`src/rtl/wb_regfile_hilo_pkg.sv`:
```
// Shared widths and read-source selection for the write-back register file.
// Imported by the GPR/HI/LO commit block and its HI/LO sub-register.
package wb_regfile_hilo_pkg;

    localparam int REG_BUS_W  = 32;
    localparam int REG_ADDR_W = 5;
    localparam int REG_NUM    = 32;

    typedef enum logic [1:0] {
        SRC_ZERO   = 2'd0,
        SRC_BYPASS = 2'd1,
        SRC_REG    = 2'd2
    } read_src_e;

    // Read-port priority: reset, disable and r0 all read zero ahead of the bypass.
    function automatic read_src_e read_src(
        input logic rst,
        input logic re,
        input logic addr_zero,
        input logic wb_hit
    );
        if (rst || !re || addr_zero) begin
            return SRC_ZERO;
        end
        if (wb_hit) begin
            return SRC_BYPASS;
        end
        return SRC_REG;
    endfunction

endpackage

```
`src/rtl/wb_regfile_hilo_hilo_reg.sv`:
```
// Registered HI/LO pair; both halves are always written together.
// Synchronous active-high reset clears both to zero.
module hilo_reg
    import wb_regfile_hilo_pkg::*;
#(
    parameter int DATA_W = REG_BUS_W
) (
    input  logic              clk,
    input  logic              rst,
    input  logic              we,
    input  logic [DATA_W-1:0] hi_i,
    input  logic [DATA_W-1:0] lo_i,
    output logic [DATA_W-1:0] hi_o,
    output logic [DATA_W-1:0] lo_o
);

    always_ff @(posedge clk) begin
        if (rst) begin
            hi_o <= '0;
            lo_o <= '0;
        end else if (we) begin
            hi_o <= hi_i;
            lo_o <= lo_i;
        end
    end

endmodule

```
`src/rtl/wb_regfile_hilo.sv`:
```
// Write-back commit: 32-entry GPR file with WB->ID bypass read ports,
// plus the HI/LO special registers presented to EX.
module wb_regfile_hilo
    import wb_regfile_hilo_pkg::*;
#(
    parameter int DATA_W   = REG_BUS_W,
    parameter int ADDR_W   = REG_ADDR_W,
    parameter int NUM_REGS = REG_NUM
) (
    input  logic              clk,
    input  logic              rst,
    input  logic [ADDR_W-1:0] wb_wd,
    input  logic              wb_wreg,
    input  logic [DATA_W-1:0] wb_wdata,
    input  logic [DATA_W-1:0] wb_hi,
    input  logic [DATA_W-1:0] wb_lo,
    input  logic              wb_whilo,
    input  logic              re1,
    input  logic [ADDR_W-1:0] raddr1,
    output logic [DATA_W-1:0] rdata1,
    input  logic              re2,
    input  logic [ADDR_W-1:0] raddr2,
    output logic [DATA_W-1:0] rdata2,
    output logic [DATA_W-1:0] hi_o,
    output logic [DATA_W-1:0] lo_o
);

    logic [DATA_W-1:0] regs [NUM_REGS];

    read_src_e src1;
    read_src_e src2;

    always_ff @(posedge clk) begin
        if (rst) begin
            for (int i = 0; i < NUM_REGS; i++) begin
                regs[i] <= '0;
            end
        end else if (wb_wreg && (wb_wd != '0)) begin
            regs[wb_wd] <= wb_wdata;
        end
    end

    assign src1 = read_src(rst, re1, raddr1 == '0,
                           wb_wreg && (wb_wd == raddr1));
    assign src2 = read_src(rst, re2, raddr2 == '0,
                           wb_wreg && (wb_wd == raddr2));

    always_comb begin
        rdata1 = '0;
        unique case (src1)
            SRC_BYPASS: rdata1 = wb_wdata;
            SRC_REG:    rdata1 = regs[raddr1];
            default:    rdata1 = '0;
        endcase
    end

    always_comb begin
        rdata2 = '0;
        unique case (src2)
            SRC_BYPASS: rdata2 = wb_wdata;
            SRC_REG:    rdata2 = regs[raddr2];
            default:    rdata2 = '0;
        endcase
    end

    hilo_reg #(
        .DATA_W(DATA_W)
    ) u_hilo (
        .clk  (clk),
        .rst  (rst),
        .we   (wb_whilo),
        .hi_i (wb_hi),
        .lo_i (wb_lo),
        .hi_o (hi_o),
        .lo_o (lo_o)
    );

endmodule

```
`config.mk`:
```
export PLATFORM = sky130hd
export DESIGN_NAME = wb_regfile_hilo
export DESIGN_NICKNAME = d
export VERILOG_FILES = /design/src/rtl/wb_regfile_hilo_pkg.sv /design/src/rtl/wb_regfile_hilo_hilo_reg.sv /design/src/rtl/wb_regfile_hilo.sv
export SDC_FILE = /design/constraint.sdc
export NUM_CORES = 2
export LEC_CHECK = 0
export CELL_PAD_IN_SITES_DETAIL_PLACEMENT = 0
export CELL_PAD_IN_SITES_GLOBAL_PLACEMENT = 1
export CORE_MARGIN = 3
export CORE_UTILIZATION = 35
export CTS_CLUSTER_SIZE = 28
export DETAILED_ROUTE_END_ITERATION = 7
export GPL_TIMING_DRIVEN = 0
export PLACE_DENSITY_LB_ADDON = 0.1
export SLEW_MARGIN = 20
export SYNTH_ARGS = -nofsm -noshare
export SYNTH_HDL_FRONTEND = slang
export SYNTH_HIERARCHICAL = 1
export SYNTH_SLANG_ARGS = --single-unit
```
`constraint.sdc`:
```
create_clock -name clk -period 4.4 [get_ports clk]
set_input_delay 0.88 -clock clk [delete_from_list [all_inputs] [get_ports clk]]
set_output_delay 0.88 -clock clk [all_outputs]
set_load 0.02 [all_outputs]
```
* Yosys cells after proc, flatten, opt, wreduce, memory -nomap -nowiden
Memory sizes are Yosys's and may differ from the RTL's.
Cells that the tools add are included.
** Storage, ports and cells
- Input bits :: 117
- Memories kept :: 1
- RAM bits :: 1024
- Register bits :: 64
- Logic and storage cells :: 46
- Output and inout port bits :: 128
** Operators by class
- Mux-type cells :: 24
- Reduce and logical (&&, ||, !) cells :: 13
- Equality and inequality tests :: 6
** Memory list
- regs :: depth 32, width 32, read ports 2, clocked after memory_dff 0, write ports 32, RTL line wb_regfile_hilo.sv:28 : logic [DATA_W-1:0] regs [NUM_REGS];
** Operator list (number)
- $pmux W32 S2 :: 2
- $mux W32 :: 1
- $reduce_or A32 Y1 :: 1
- $mux W2 :: 8
- $mux W1 :: 12
- $eq A5 B5 Y1 :: 2
- $logic_not A5 Y1 :: 2
- $mux W5 :: 1
- $reduce_bool A5 Y1 :: 1
- $eq A2 B1 Y1 const B :: 2
- $eq A2 B2 Y1 const B :: 2
- $logic_or A1 B1 Y1 :: 4
- $logic_and A1 B1 Y1 :: 3
- $logic_not A1 Y1 :: 2

* Depth between registers and ports, before layout
- Word-level depth :: 9
- Mapped depth :: 10
- Depth with buffers taken out :: 5

* Cells and area by module
The synthesis kept the hierarchy.
** By module, submodules not included
- wb_regfile_hilo :: cells an instance 3613, seq. area each 30749.5 sq um, instances 1, area an instance 55106.6 sq um
- hilo_reg :: cells an instance 206, seq. area each 1281.2 sq um, instances 1, area an instance 2290.9 sq um

* Worst setup path after synthesis
OpenSTA, ideal clock, no wires.
- Path type :: input -> register
- Start :: input port wb_wd[0]
- End :: memory regs[24][0] (netlist name) (enable)
- Path buffers :: 3
- Setup slack :: -0.035 ns
- Cell stages on the path :: 5
- Data required time :: 3.934 ns
- Arrival :: 3.970 ns
- Path through :: clkbuf_1 or2_2 clkbuf_1 clkbuf_1 o21ai_0
** RTL lines
- start: declaration :: RTL line wb_regfile_hilo.sv:12 : input logic [ADDR_W-1:0] wb_wd,
- end: declaration :: RTL line wb_regfile_hilo.sv:28

* Worst setup path after layout
- Start :: input port raddr1[1]
- End :: output port rdata1[4]
** On the way
- Longest elaborated chain between the ends :: 8
- Elaborated cells on any way between the ends :: 14
- Classes of those cells :: 3 x eq/ne; 7 x mux; 3 x reduce/logical; 1 x memory
** Ends and longest elaborated chain
- start: declaration :: RTL line wb_regfile_hilo.sv:19 : input logic [ADDR_W-1:0] raddr1,
- $eq A5 B5 Y1 :: RTL line wb_regfile_hilo.sv:44 : wb_wreg && (wb_wd == raddr1));
- $logic_and A1 B1 Y1 :: RTL line wb_regfile_hilo.sv:44
- $mux W1 (2 in series) :: RTL line wb_regfile_hilo_pkg.sv:25 : if (wb_hit) begin
- $mux W2 :: RTL line wb_regfile_hilo_pkg.sv:28 : return SRC_REG;
- $mux W2 :: RTL line wb_regfile_hilo_pkg.sv:25
- $eq A2 B2 Y1 / $eq A2 B1 Y1 (equally long branches) :: RTL line wb_regfile_hilo.sv:50 : unique case (src1)
- $pmux W32 S2 (*) :: RTL line wb_regfile_hilo.sv:50
- end: declaration :: RTL line wb_regfile_hilo.sv:20 : output logic [DATA_W-1:0] rdata1,
Mark *: on every way between the ends. The rest lies on a longest branch, timed or not. The select of a mux whose other input is x is not followed.

==> impl_results.html <==
<table>
<tr><th>Metric</th><th>Value</th></tr>
<tr><th colspan="2">Floorplanning</th></tr>
<tr><td>Area inside the core boundary</td><td>162000 µm²</td></tr>
<tr><td>Die Width</td><td>411 µm</td></tr>
<tr><td>Die height</td><td>411 µm</td></tr>
<tr><td>Top-Level Pins</td><td>245</td></tr>
<tr><td>Die area</td><td>169000 µm²</td></tr>
<tr><td>Initial standard-cell utilization of the core</td><td>0.355</td></tr>
<tr><td>Number of placement rows</td><td>147</td></tr>
<tr><th colspan="2">Drt</th></tr>
<tr><td>Via count</td><td>40300</td></tr>
<tr><td>Count of nets left with antenna violations after detail routing</td><td>0</td></tr>
<tr><td>Avg WL per Cell</td><td>42.1 µm</td></tr>
<tr><td>Total length of routed wires</td><td>279 mm</td></tr>
<tr><td>Drt via density</td><td>6.08</td></tr>
<tr><td>Residual DRC count</td><td>0</td></tr>
<tr><td>First-pass detailed-route iteration total</td><td>6</td></tr>
<tr><td>Number of design-rule violations left by the first detailed-router iteration</td><td>6264</td></tr>
<tr><th colspan="2">CTS</th></tr>
<tr><td>Hold-fix buffers at CTS</td><td>0</td></tr>
<tr><td>Clock tree from TritonCTS</td><td>done</td></tr>
<tr><td>Number of clock sinks</td><td>1088</td></tr>
<tr><td>Clk Latency, worst-skew pair</td><td>0.79 ns</td></tr>
<tr><td>Clock transition at path regs</td><td>0.05 ns</td></tr>
<tr><td>Maximum level of the CTS H-tree</td><td>4</td></tr>
<tr><td>Maximum number of buffers from clock root to sink</td><td>3</td></tr>
<tr><td>Number of clock buffers inserted by TritonCTS</td><td>137</td></tr>
<tr><td>Root buffer cell</td><td>sky130_fd_sc_hd__clkbuf_16</td></tr>
<tr><th colspan="2">STA</th></tr>
<tr><td>Hold Fails Final Rpt</td><td>0</td></tr>
<tr><td>Setup TNS</td><td>-0.473 ns</td></tr>
<tr><td>Final critical path time including I/O delays and setup</td><td>4.50 ns</td></tr>
<tr><td>Total setup violations reported at the end of the flow</td><td>15</td></tr>
<tr><td>Transition at the pin with the smallest max-transition slack</td><td>1.10 ns</td></tr>
<tr><td>Maximum clock rate</td><td>0.222 GHz</td></tr>
<tr><td>Final worst path period share</td><td>1.02</td></tr>
<tr><td>Final critical-path setup slack</td><td>-0.0991 ns</td></tr>
<tr><td>Final Skew</td><td>0 ns</td></tr>
<tr><td>Number of pins exceeding their max-slew limit in the final report</td><td>0</td></tr>
<tr><td>Max-slew headroom at the worst pin</td><td>0.261</td></tr>
<tr><td>Unrepaired setup endpoints after global routing</td><td>true</td></tr>
<tr><td>Hold slack final</td><td>0.482 ns</td></tr>
<tr><th colspan="2">Synth</th></tr>
<tr><td>Largest cells by area after synthesis</td><td>sky130_fd_sc_hd__edfxtp_1 54%, sky130_fd_sc_hd__mux4_2 20%, sky130_fd_sc_hd__and2_1 11%</td></tr>
<tr><td>Mean area per synthesized cell</td><td>15.0 µm²</td></tr>
<tr><td>Sequential share of the synthesized area</td><td>0.558</td></tr>
<tr><td>Number of flip-flops and latches in the synthesized netlist</td><td>1088</td></tr>
<tr><td>Post-Synthesis Cells</td><td>3819</td></tr>
<tr><td>Cell accounting for the most synthesized area</td><td>sky130_fd_sc_hd__edfxtp_1</td></tr>
<tr><td>Post-synth top area share</td><td>0.536</td></tr>
<tr><td>Synthesis warning total</td><td>6</td></tr>
<tr><td>Most used DFF post-synth</td><td>sky130_fd_sc_hd__edfxtp_1</td></tr>
<tr><td>Async S/R FF share, synth</td><td>0</td></tr>
<tr><td>Commonest cells post-synth</td><td>1024 x sky130_fd_sc_hd__edfxtp_1, 993 x sky130_fd_sc_hd__and2_1, 517 x sky130_fd_sc_hd__mux4_2</td></tr>
<tr><td>Number of distinct library cells after synthesis</td><td>51</td></tr>
<tr><td>Post-synthesis instance area</td><td>57400 µm²</td></tr>
<tr><td>Number of synthesized flops with an enable pin</td><td>1024</td></tr>
<tr><td>Most repeated cell in the gate-level netlist after synthesis</td><td>sky130_fd_sc_hd__edfxtp_1</td></tr>
<tr><th colspan="2">Critical path</th></tr>
<tr><td>Total buffers and inverters traversed by the critical path</td><td>5</td></tr>
<tr><td>Maximum fanout along the worst path</td><td>10</td></tr>
<tr><td>Ordered list of cells on the worst path</td><td>buf_2 -&gt; buf_6 -&gt; buf_6 -&gt; buf_6 -&gt; mux4_2 -&gt; mux2i_2 -&gt; a211oi_2 -&gt; a211o_1 -&gt; dlygate4sd2_1</td></tr>
<tr><td>Crit path kind</td><td>in -&gt; out</td></tr>
<tr><td>Critical Path Most Common Cell</td><td>sky130_fd_sc_hd__buf_6</td></tr>
<tr><td>Slowest-stage cell, CP</td><td>sky130_fd_sc_hd__mux4_2</td></tr>
<tr><td>Category of the worst setup path capture point</td><td>output port</td></tr>
<tr><td>Delay-heaviest family, CP</td><td>buffers and inverters</td></tr>
<tr><td>Largest stage delay on the critical path</td><td>0.41 ns</td></tr>
<tr><td>CP required</td><td>3.52 ns</td></tr>
<tr><td>Kind of start point of the critical path</td><td>input pin</td></tr>
<tr><td>Data arrival at the endpoint of the critical path</td><td>3.62 ns</td></tr>
<tr><th colspan="2">Global route</th></tr>
<tr><td>Global-route congestion overflow total</td><td>0</td></tr>
<tr><td>Number of antenna violations at the first check in global routing</td><td>24</td></tr>
<tr><td>Wire length of the first global-routing pass</td><td>365 mm</td></tr>
<tr><td>Pin count of the biggest net entering global routing</td><td>33</td></tr>
<tr><td>Via count of the first global-routing pass</td><td>38400</td></tr>
<tr><td>Overall routing resource usage</td><td>0.327</td></tr>
<tr><th colspan="2">Final layout</th></tr>
<tr><td>Number of nets in the finished design</td><td>4474</td></tr>
<tr><td>Layout overhead on the synthesized area</td><td>25.7%</td></tr>
<tr><td>Filler cell count in the final layout</td><td>14500</td></tr>
<tr><td>Core utilization of the finished layout</td><td>0.446</td></tr>
<tr><td>Share of post-route cells with drive strength above 1</td><td>0.280</td></tr>
<tr><th colspan="2">Power</th></tr>
<tr><td>Leakage</td><td>25.4 nW</td></tr>
<tr><td>Total Power Consumption</td><td>27.6 mW</td></tr>
<tr><td>Power density cells</td><td>382 nW/µm²</td></tr>
<tr><td>Max rail drop VDD</td><td>0.368 mV</td></tr>
<tr><th colspan="2">Placed design</th></tr>
<tr><td>Routability congestion estimate from global placement</td><td>1.01</td></tr>
<tr><td>Number of port buffers</td><td>232</td></tr>
<tr><td>Detailed-placement wirelength estimate</td><td>206 mm</td></tr>
<tr><th colspan="2">Outcome</th></tr>
<tr><td>Run status</td><td>finished, violations left</td></tr>
<tr><td>Violated checks</td><td>negative setup slack</td></tr>
<tr><th colspan="2">Hold path</th></tr>
<tr><td>Min-Delay Path Class</td><td>in -&gt; reg</td></tr>
<tr><th colspan="2">Flow run</th></tr>
<tr><td>Max-cap check violation count</td><td>0</td></tr>
</table>
state kept, by name, summed over array words and instances, names as in the netlist:
register	flops
regs	1024
u_hilo/hi_o	32
u_hilo/lo_o	32
logic make-up (layout without fill, tap and decap cells):
logic type / Yosys count / count (layout) / share of synthesized area
mux: 699 / 699 / 0.235
buf+inv: 411 / 1017 / 0.0318
simple gates: 1300 / 1300 / 0.135
xor+xnor: 10 / 10 / 0.00153
other cells: 1 / 40 / 0.0000653
flops: 1088 / 1088 / 0.558
compound gates: 310 / 310 / 0.0386
cell usage in the layout, fill, tap and decap left out, types with 12 or more instances in the layout:
cell type and instances:
sky130_fd_sc_hd__clkinv_1 36, sky130_fd_sc_hd__a211oi_2 24, sky130_fd_sc_hd__clkbuf_2 40, sky130_fd_sc_hd__a211oi_1 53
sky130_fd_sc_hd__edfxtp_1 1024, sky130_fd_sc_hd__and2_1 993, sky130_fd_sc_hd__clkinv_2 23, sky130_fd_sc_hd__a211o_1 31
sky130_fd_sc_hd__o22ai_2 17, sky130_fd_sc_hd__buf_6 31, sky130_fd_sc_hd__buf_12 53, sky130_fd_sc_hd__a22oi_2 12
sky130_fd_sc_hd__clkbuf_16 143, sky130_fd_sc_hd__nor2b_1 87, sky130_fd_sc_hd__clkbuf_1 212, sky130_fd_sc_hd__nor2_1 111
sky130_fd_sc_hd__dlygate4sd2_1 43, sky130_fd_sc_hd__o21ai_4 30, sky130_fd_sc_hd__nand2b_1 13, sky130_fd_sc_hd__nor3_1 14
sky130_fd_sc_hd__buf_4 52, sky130_fd_sc_hd__mux4_2 517, sky130_fd_sc_hd__clkbuf_4 26, sky130_fd_sc_hd__a22oi_1 18
sky130_fd_sc_hd__clkbuf_8 38, sky130_fd_sc_hd__a22o_1 18, sky130_fd_sc_hd__buf_8 30, sky130_fd_sc_hd__mux2_2 14
sky130_fd_sc_hd__a21oi_1 17, sky130_fd_sc_hd__o22ai_1 21, sky130_fd_sc_hd__buf_16 80, sky130_fd_sc_hd__clkdlybuf4s50_1 163
sky130_fd_sc_hd__dfxtp_1 64, sky130_fd_sc_hd__nand2_1 25, sky130_fd_sc_hd__mux2i_1 158, sky130_fd_sc_hd__conb_1 32
per-stage QoR:
step                setup WS (ns)  std cells  instance area, µm²
CTS                       -0.0375       6613               72000
detailed placement          -2.72       6319               64900
global route              -0.0469       6616               72100
finish                    -0.0991       6624               72100
global placement            -4.50       6242               62500
floorplan                 -0.0354       3850               57500
area by class of cell:
type                            instances  area, µm²  share of cell area
Inverter                                2       7.51            0.000104
Buffer                                409       3550              0.0493
Clock buffer                          162       3650              0.0506
Clock inverter                         76        571             0.00791
Sequential cell                      1088      32000               0.444
Multi-Input combinational cell       2351      24800               0.344
Timing Repair Buffer                  368       4820              0.0668
Antenna cell                            8       20.0            0.000277
Tap cell                             2160       2700              0.0375
layer usage:
metal / global-route usage / vias up / routed length [µm]
met5: 0 / - / 259
met4: 0.130 / 18 / 12200
met3: 0.115 / 438 / 35800
met2: 0.465 / 2759 / 118000
met1: 0.456 / 21300 / 113000
li1: - / 15800 / -
worst register-to-register path: stages, from the launching register on:
cell                      delay [ns]
sky130_fd_sc_hd__dfxtp_1        0.35
sky130_fd_sc_hd__mux2i_1        0.14
sky130_fd_sc_hd__nor2_1         0.05
power by group:
| group | internal, mW | switching (mW) | leakage (nW) |
|---|---|---|---|
| registers | 11.9 | 0.284 | 10.3 |
| clock network | 6.30 | 4.73 | 2.08 |
| logic | 1.78 | 2.60 | 13.1 |
worst paths after layout:
path / startpoint / end / slack (ns) / depth (start not counted)
worst min register to register: u_hilo/lo_o[6] / u_hilo/lo_o[6] / 0.49 / 2
worst max register to register: u_hilo/hi_o[0] / u_hilo/hi_o[0] / 3.74 / 2
worst max-delay path: raddr1[1] / rdata1[4] / -0.1 / 9
worst min-delay path: wb_whilo / u_hilo/hi_o[31] / 0.48 / 3
timing repair:
item | in CTS | in global routing
setup buffers | 52 | 3
setup endpoints to repair | 106 | 29
gates cloned | 4 | 0
resized for setup | 693 | 56
pin swaps | 19 | 13
hold endpoints to repair | 0 | 0
Power figures use the tool's default switching activity.
